--- config.mk ---
export PLATFORM = sky130hd
export DESIGN_NAME = frame_sum_accumulator_flat
export DESIGN_NICKNAME = d
export VERILOG_FILES = /design/src/rtl/frame_sum_accumulator_if.sv /design/src/rtl/frame_sum_accumulator.sv /design/src/flat_wrapper.sv
export SDC_FILE = /design/constraint.sdc
export NUM_CORES = 1
export LEC_CHECK = 0
export ABC_AREA = 1
export CAP_MARGIN = 20
export CORE_MARGIN = 10
export CORE_UTILIZATION = 40
export CTS_BUF_LIST = sky130_fd_sc_hd__clkbuf_4
export DETAILED_ROUTE_END_ITERATION = 12
export SLEW_MARGIN = 20
export SYNTH_ARGS = -nofsm -noshare
export SYNTH_HDL_FRONTEND = slang
export SYNTH_SLANG_ARGS = --single-unit
--- constraint.sdc ---
create_clock -name clk -period 2.35 [get_ports clk]
set_clock_uncertainty 0.2 [all_clocks]
set_input_delay 0.47 -clock clk [delete_from_list [all_inputs] [get_ports clk]]
set_output_delay 0.47 -clock clk [all_outputs]
set_load 0.005 [all_outputs]
--- src/rtl/frame_sum_accumulator_if.sv ---
`timescale 1ns/1ps
// frame_sum_accumulator_if
// Bundles the result-input handshake and the frame-output handshake of
// frame_sum_accumulator.
//   sum_in        : 6-bit adder sum (two's complement, possibly wrapped)
//   ovf_in        : signed-overflow flag belonging to sum_in
//   in_valid      : sum_in/ovf_in valid this cycle
//   in_ready      : accumulator takes a result this cycle
//   frame_sum     : signed sum of the last completed frame (ACC_W bits)
//   frame_ovf_cnt : overflowed results in the last completed frame
//   out_valid     : an unconsumed frame is presented
//   out_ready     : consumer accepts the presented frame
// master = producer/consumer environment, slave = the accumulator.
interface frame_sum_accumulator_if #(
    parameter int ACC_W = 10
);
    logic [5:0]              sum_in;
    logic                    ovf_in;
    logic                    in_valid;
    logic                    in_ready;
    logic signed [ACC_W-1:0] frame_sum;
    logic [4:0]              frame_ovf_cnt;
    logic                    out_valid;
    logic                    out_ready;

    modport master (
        output sum_in, ovf_in, in_valid, out_ready,
        input  in_ready, frame_sum, frame_ovf_cnt, out_valid
    );

    modport slave (
        input  sum_in, ovf_in, in_valid, out_ready,
        output in_ready, frame_sum, frame_ovf_cnt, out_valid
    );
endinterface

--- src/rtl/frame_sum_accumulator.sv ---
`timescale 1ns/1ps
// frame_sum_accumulator
// Takes one 6-bit adder result (sum + overflow flag) per cycle, rebuilds
// its exact 7-bit signed value, sums FRAME_LEN of them and counts the
// overflowed ones, then presents the frame on a valid/ready handshake
// and holds it until the consumer takes it.
// Ports:
//   clk   : rising-edge clock
//   rst_n : asynchronous active-low reset
//   clear : synchronous frame abort (drops the current frame / HOLD frame)
//   bus   : frame_sum_accumulator_if.slave (input and output handshakes)
// Parameters: FRAME_LEN (2..16), ACC_W >= 7 + clog2(FRAME_LEN).
module frame_sum_accumulator #(
    parameter int FRAME_LEN = 4,
    parameter int ACC_W     = 10
) (
    input  logic                      clk,
    input  logic                      rst_n,
    input  logic                      clear,
    frame_sum_accumulator_if.slave    bus
);

    typedef enum logic {
        ST_ACC  = 1'b0,
        ST_HOLD = 1'b1
    } state_t;

    localparam logic [3:0] CNT_LAST = 4'(FRAME_LEN - 1);

    state_t                  state_q, state_d;
    logic signed [ACC_W-1:0] acc_q, acc_d;
    logic [3:0]              cnt_q, cnt_d;
    logic [4:0]              ocnt_q, ocnt_d;
    logic signed [ACC_W-1:0] frame_sum_q, frame_sum_d;
    logic [4:0]              frame_ovf_cnt_q, frame_ovf_cnt_d;

    logic [6:0]              val7;
    logic signed [ACC_W-1:0] val_ext;
    logic                    accept;

    // An overflowed 6-bit sum has the wrong sign bit; flipping it and
    // prepending gives the true 7-bit result of the adder.
    assign val7    = {bus.sum_in[5] ^ bus.ovf_in, bus.sum_in};
    assign val_ext = {{(ACC_W-7){val7[6]}}, val7};
    assign accept  = bus.in_valid && (state_q == ST_ACC);

    always_comb begin
        state_d         = state_q;
        acc_d           = acc_q;
        cnt_d           = cnt_q;
        ocnt_d          = ocnt_q;
        frame_sum_d     = frame_sum_q;
        frame_ovf_cnt_d = frame_ovf_cnt_q;

        if (clear) begin
            // Abort: the published frame values stay, everything else restarts.
            state_d = ST_ACC;
            acc_d   = '0;
            cnt_d   = '0;
            ocnt_d  = '0;
        end else begin
            case (state_q)
                ST_ACC: begin
                    if (accept) begin
                        if (cnt_q == CNT_LAST) begin
                            frame_sum_d     = acc_q + val_ext;
                            frame_ovf_cnt_d = ocnt_q + {4'b0000, bus.ovf_in};
                            acc_d           = '0;
                            cnt_d           = '0;
                            ocnt_d          = '0;
                            state_d         = ST_HOLD;
                        end else begin
                            acc_d  = acc_q + val_ext;
                            ocnt_d = ocnt_q + {4'b0000, bus.ovf_in};
                            cnt_d  = cnt_q + 4'd1;
                        end
                    end
                end
                ST_HOLD: begin
                    if (bus.out_ready) begin
                        state_d = ST_ACC;
                    end
                end
                default: state_d = ST_ACC;
            endcase
        end
    end

    always_ff @(posedge clk or negedge rst_n) begin
        if (!rst_n) begin
            state_q         <= ST_ACC;
            acc_q           <= '0;
            cnt_q           <= '0;
            ocnt_q          <= '0;
            frame_sum_q     <= '0;
            frame_ovf_cnt_q <= '0;
        end else begin
            state_q         <= state_d;
            acc_q           <= acc_d;
            cnt_q           <= cnt_d;
            ocnt_q          <= ocnt_d;
            frame_sum_q     <= frame_sum_d;
            frame_ovf_cnt_q <= frame_ovf_cnt_d;
        end
    end

    // Outputs are decoded from flops only.
    assign bus.in_ready      = (state_q == ST_ACC);
    assign bus.out_valid     = (state_q == ST_HOLD);
    assign bus.frame_sum     = frame_sum_q;
    assign bus.frame_ovf_cnt = frame_ovf_cnt_q;

endmodule

--- src/flat_wrapper.sv ---
// flat-port wrapper written by rule: the top's interface ports become plain ports
module frame_sum_accumulator_flat 
#(
    parameter int FRAME_LEN = 4,
    parameter int ACC_W     = 10
)
  (clk, rst_n, clear, bus_sum_in, bus_ovf_in, bus_in_valid, bus_out_ready, bus_in_ready, bus_frame_sum, bus_frame_ovf_cnt, bus_out_valid);
  frame_sum_accumulator_if #(.ACC_W(ACC_W)) bus_i ();
  input  logic clk;
  input  logic rst_n;
  input  logic clear;
  input wire logic [$bits(bus_i.sum_in)-1:0] bus_sum_in;
  input wire logic [$bits(bus_i.ovf_in)-1:0] bus_ovf_in;
  input wire logic [$bits(bus_i.in_valid)-1:0] bus_in_valid;
  input wire logic [$bits(bus_i.out_ready)-1:0] bus_out_ready;
  output wire logic [$bits(bus_i.in_ready)-1:0] bus_in_ready;
  output wire logic [$bits(bus_i.frame_sum)-1:0] bus_frame_sum;
  output wire logic [$bits(bus_i.frame_ovf_cnt)-1:0] bus_frame_ovf_cnt;
  output wire logic [$bits(bus_i.out_valid)-1:0] bus_out_valid;
  assign bus_i.sum_in = bus_sum_in;
  assign bus_i.ovf_in = bus_ovf_in;
  assign bus_i.in_valid = bus_in_valid;
  assign bus_i.out_ready = bus_out_ready;
  assign bus_in_ready = bus_i.in_ready;
  assign bus_frame_sum = bus_i.frame_sum;
  assign bus_frame_ovf_cnt = bus_i.frame_ovf_cnt;
  assign bus_out_valid = bus_i.out_valid;
  frame_sum_accumulator #(.FRAME_LEN(FRAME_LEN), .ACC_W(ACC_W)) u_core (.clk(clk), .rst_n(rst_n), .clear(clear), .bus(bus_i));
endmodule
==> impl_metrics.json <==
{
  "status": "finished, violations left",
  "violations": "hold timing",
  "dieWidth_um": 89.81,
  "p_sw_share_pct": 29.90,
  "worstSkewPairLatency_ns": 0.34,
  "final_cells": 353,
  "port_buffers": 28,
  "grt_max_degree": 36,
  "dieArea_um2": 8066,
  "leakage_uw": 0.001310,
  "core_area_um2": 4723,
  "num_rows": 25,
  "power.density_nw_per_um2": 643.4,
  "holdWs_ns": -0.01257,
  "wl_um": 4388,
  "cp_max_fo": 5,
  "clockBufferDepth": 2,
  "clkTransAtPathRegs_ns": 0.12,
  "yosysSeqAreaShare_pct": 44.93,
  "synth_top_cell_by_area": "dfrtp_1",
  "dpl.cell_count": 345,
  "path_class": "input port to register",
  "syn_nets": 261,
  "overflow": 0,
  "synthDistinctLibCells": 28,
  "grt_pass1_vias": 1658,
  "grt_pass1_wl_um": 7686,
  "period_needed_ns": 2.174,
  "finalMaxSlewViolations": 0,
  "final_nets": 310,
  "comb_power_share_pct": 28.0,
  "synth_area_leaders": "dfrtp_1, nand2_1, ha_1",
  "arrival_ns": 2.22,
  "relSlewSlack_pct": 49.29,
  "setup-violations-final": 0,
  "max_freq_ghz": 0.4601,
  "cts_setup_buffers": 0,
  "synth_most_common_cell": "nand2_1",
  "cts_inserted_buffers": 5,
  "first_pass_iters": 4,
  "start_util_pct": 41.27,
  "die_y_um": 89.81,
  "syn_inst": 236,
  "gp_congestion": 0.9281,
  "worstMarginPinSlew_ns": 0.7607,
  "drive_gt1_share_pct": 12.59,
  "finalCritPeriodShare_pct": 92.49,
  "reg2reg_from": "u_core.acc_q[0]",
  "ant_nets": 0,
  "antenna_cells": 0,
  "power_frac_seq_pct": 44.6,
  "dp_hpwl_um": 3429,
  "cts-root-buf": "clkbuf_4",
  "avgSynthCellArea_um2": 8.260,
  "tns_ns": 0,
  "required_ns": 2.40,
  "syn_area_um2": 1949,
  "synth_warnings": 0,
  "ff2ff_path_depth": 8,
  "power.internal_uw": 1120,
  "synth_ff_type": "dfrtp_1",
  "gr-usage-all-layers_pct": 11.40,
  "finalHoldViolCount": 28,
  "drc": 0,
  "power_frac_clock_pct": 27.4,
  "wl_per_cell_um": 12.43,
  "post_cts_hold_buffer_count": 0,
  "worstReg2RegEnd": "u_core.bus.frame_sum[4]",
  "cp-end-kind": "register",
  "synth_top_area_share_pct": 44.93,
  "ff2ff_setup_slack_ns": 0.52,
  "cts_resized": 0,
  "cp-start-kind": "input port",
  "synth_edf_count": 0,
  "ys_ff_latch": 35,
  "cts.htree.levels": 2,
  "numClockSinks": 35,
  "rsz0062_at_grt": "false",
  "dr.first_iter.drc_count": 82,
  "synthToLayoutAreaGrowth_pct": 27.41,
  "drv_cap": 0,
  "num_vias": 1637,
  "cts_tree": "done",
  "io_pins": 29,
  "antenna_found_initial": 0,
  "synth_commonest_cells": "nand2_1, dfrtp_1, inv_1, nand3_1, ha_1",
  "max-vdd-ir-drop_uv": 333.0,
  "async_flop_share_pct": 100.0,
  "hold_path.class": "input port to async pin",
  "p_switching_uw": 477.8,
  "viasPerCell": 4.637
}
-- how the worst max path moves through the flow --
stage               depth (start not counted)          start                      end  slack [ns]
floorplan                                  11  bus_sum_in[0]  u_core.bus.frame_sum[8]        0.44
CTS                                        12     bus_ovf_in  u_core.bus.frame_sum[9]        0.18
global route                               12     bus_ovf_in          u_core.acc_q[7]        0.06
detailed placement                         12     bus_ovf_in  u_core.bus.frame_sum[9]       -0.21
finish                                     12     bus_ovf_in  u_core.bus.frame_sum[9]        0.18
global placement                           12  bus_sum_in[5]  u_core.bus.frame_sum[9]       -0.15
-- cell usage in the layout (no fill, tap or decap), types with 2 or more instances in the layout --
| cell | count |
|---|---|
| clkdlybuf4s50_1 | 27 |
| a22o_1 | 2 |
| clkbuf_4 | 5 |
| o21ai_1 | 9 |
| o21ai_2 | 3 |
| nand3_1 | 23 |
| nand3b_1 | 2 |
| buf_4 | 18 |
| nand2_1 | 80 |
| xor2_1 | 4 |
| nand4_1 | 3 |
| o21ai_0 | 5 |
| inv_1 | 26 |
| ha_1 | 12 |
| dfrtp_1 | 35 |
| a21oi_1 | 6 |
| nor2_1 | 7 |
| xnor2_1 | 3 |
| o22ai_1 | 2 |
-- cells by family (layout without fill, tap and decap cells) --
family | Yosys count | in the layout | synth area share (%)
AND/OR/NAND/NOR | 121 | 121 | 27.09
flip-flops | 35 | 35 | 44.93
adder cells (fa/ha/maj) | 13 | 13 | 8.729
XOR/XNOR | 7 | 7 | 3.145
buffers and inverters | 31 | 81 | 7.317
AO/OA/AOI/OAI | 29 | 29 | 8.794
-- power by group through the flow --
stage | Sequential, uW | Combinational (uW) | Clock [uW]
final | 712 | 448 | 438
after global routing | 720 | 508 | 488
after CTS | 712 | 456 | 455
after detailed placement | 723 | 453 | 0
after global placement | 725 | 451 | 0
after floorplan | 718 | 236 | 0
-- sequential cells by signal, indices dropped and copies added (netlist names) --
name	count
u_core.ocnt_q	5
u_core.acc_q	10
u_core.bus.frame_ovf_cnt	5
u_core.bus.frame_sum	10
u_core.cnt_q	4
u_core.bus.out_valid	1
-- layer usage --
metal,wire (um),vias up,GRT usage [%]
met5,0,-,0
met4,83,0,4.852
met3,202,9,3.242
met2,2003,32,17.86
met1,2098,733,14.24
li1,-,863,-
-- critical path, cell delays in order --
cell and delay [ns]:
clkdlybuf4s50_1 0.52, inv_1 0.07, nand2_1 0.08, nand2_1 0.10, ha_1 0.36, nand2_1 0.09
nor2_1 0.14, nand3_1 0.11, nand3_1 0.09, nand2_1 0.06, nand3_1 0.06, nand2_1 0.06
-- metrics by stage --
step,setup WS [ns],utilization (%),area (um^2),total power [uW]
2_1_floorplan,0.4411,-,1949,954.3
3_3_place_gp,-0.1470,50.86,2402,1176
3_5_place_dp,-0.2084,50.86,2402,1176
4_1_cts,0.1813,52.58,2484,1624
5_1_grt,0.06097,52.58,2484,1717
6_report,0.1764,52.58,2484,1598
-- area by class of cell --
| type | count | area (um^2) |
|---|---|---|
| Fill cell | 444 | 2240 |
| Multi-Input combinational cell | 170 | 930.9 |
| Sequential cell | 35 | 875.8 |
| Timing Repair Buffer | 46 | 410.4 |
| Inverter | 27 | 101.3 |
| Tap cell | 67 | 83.83 |
| Clock inverter | 3 | 43.79 |
| Clock buffer | 5 | 37.54 |
Note: power is estimated with default switching activity, not from simulation.
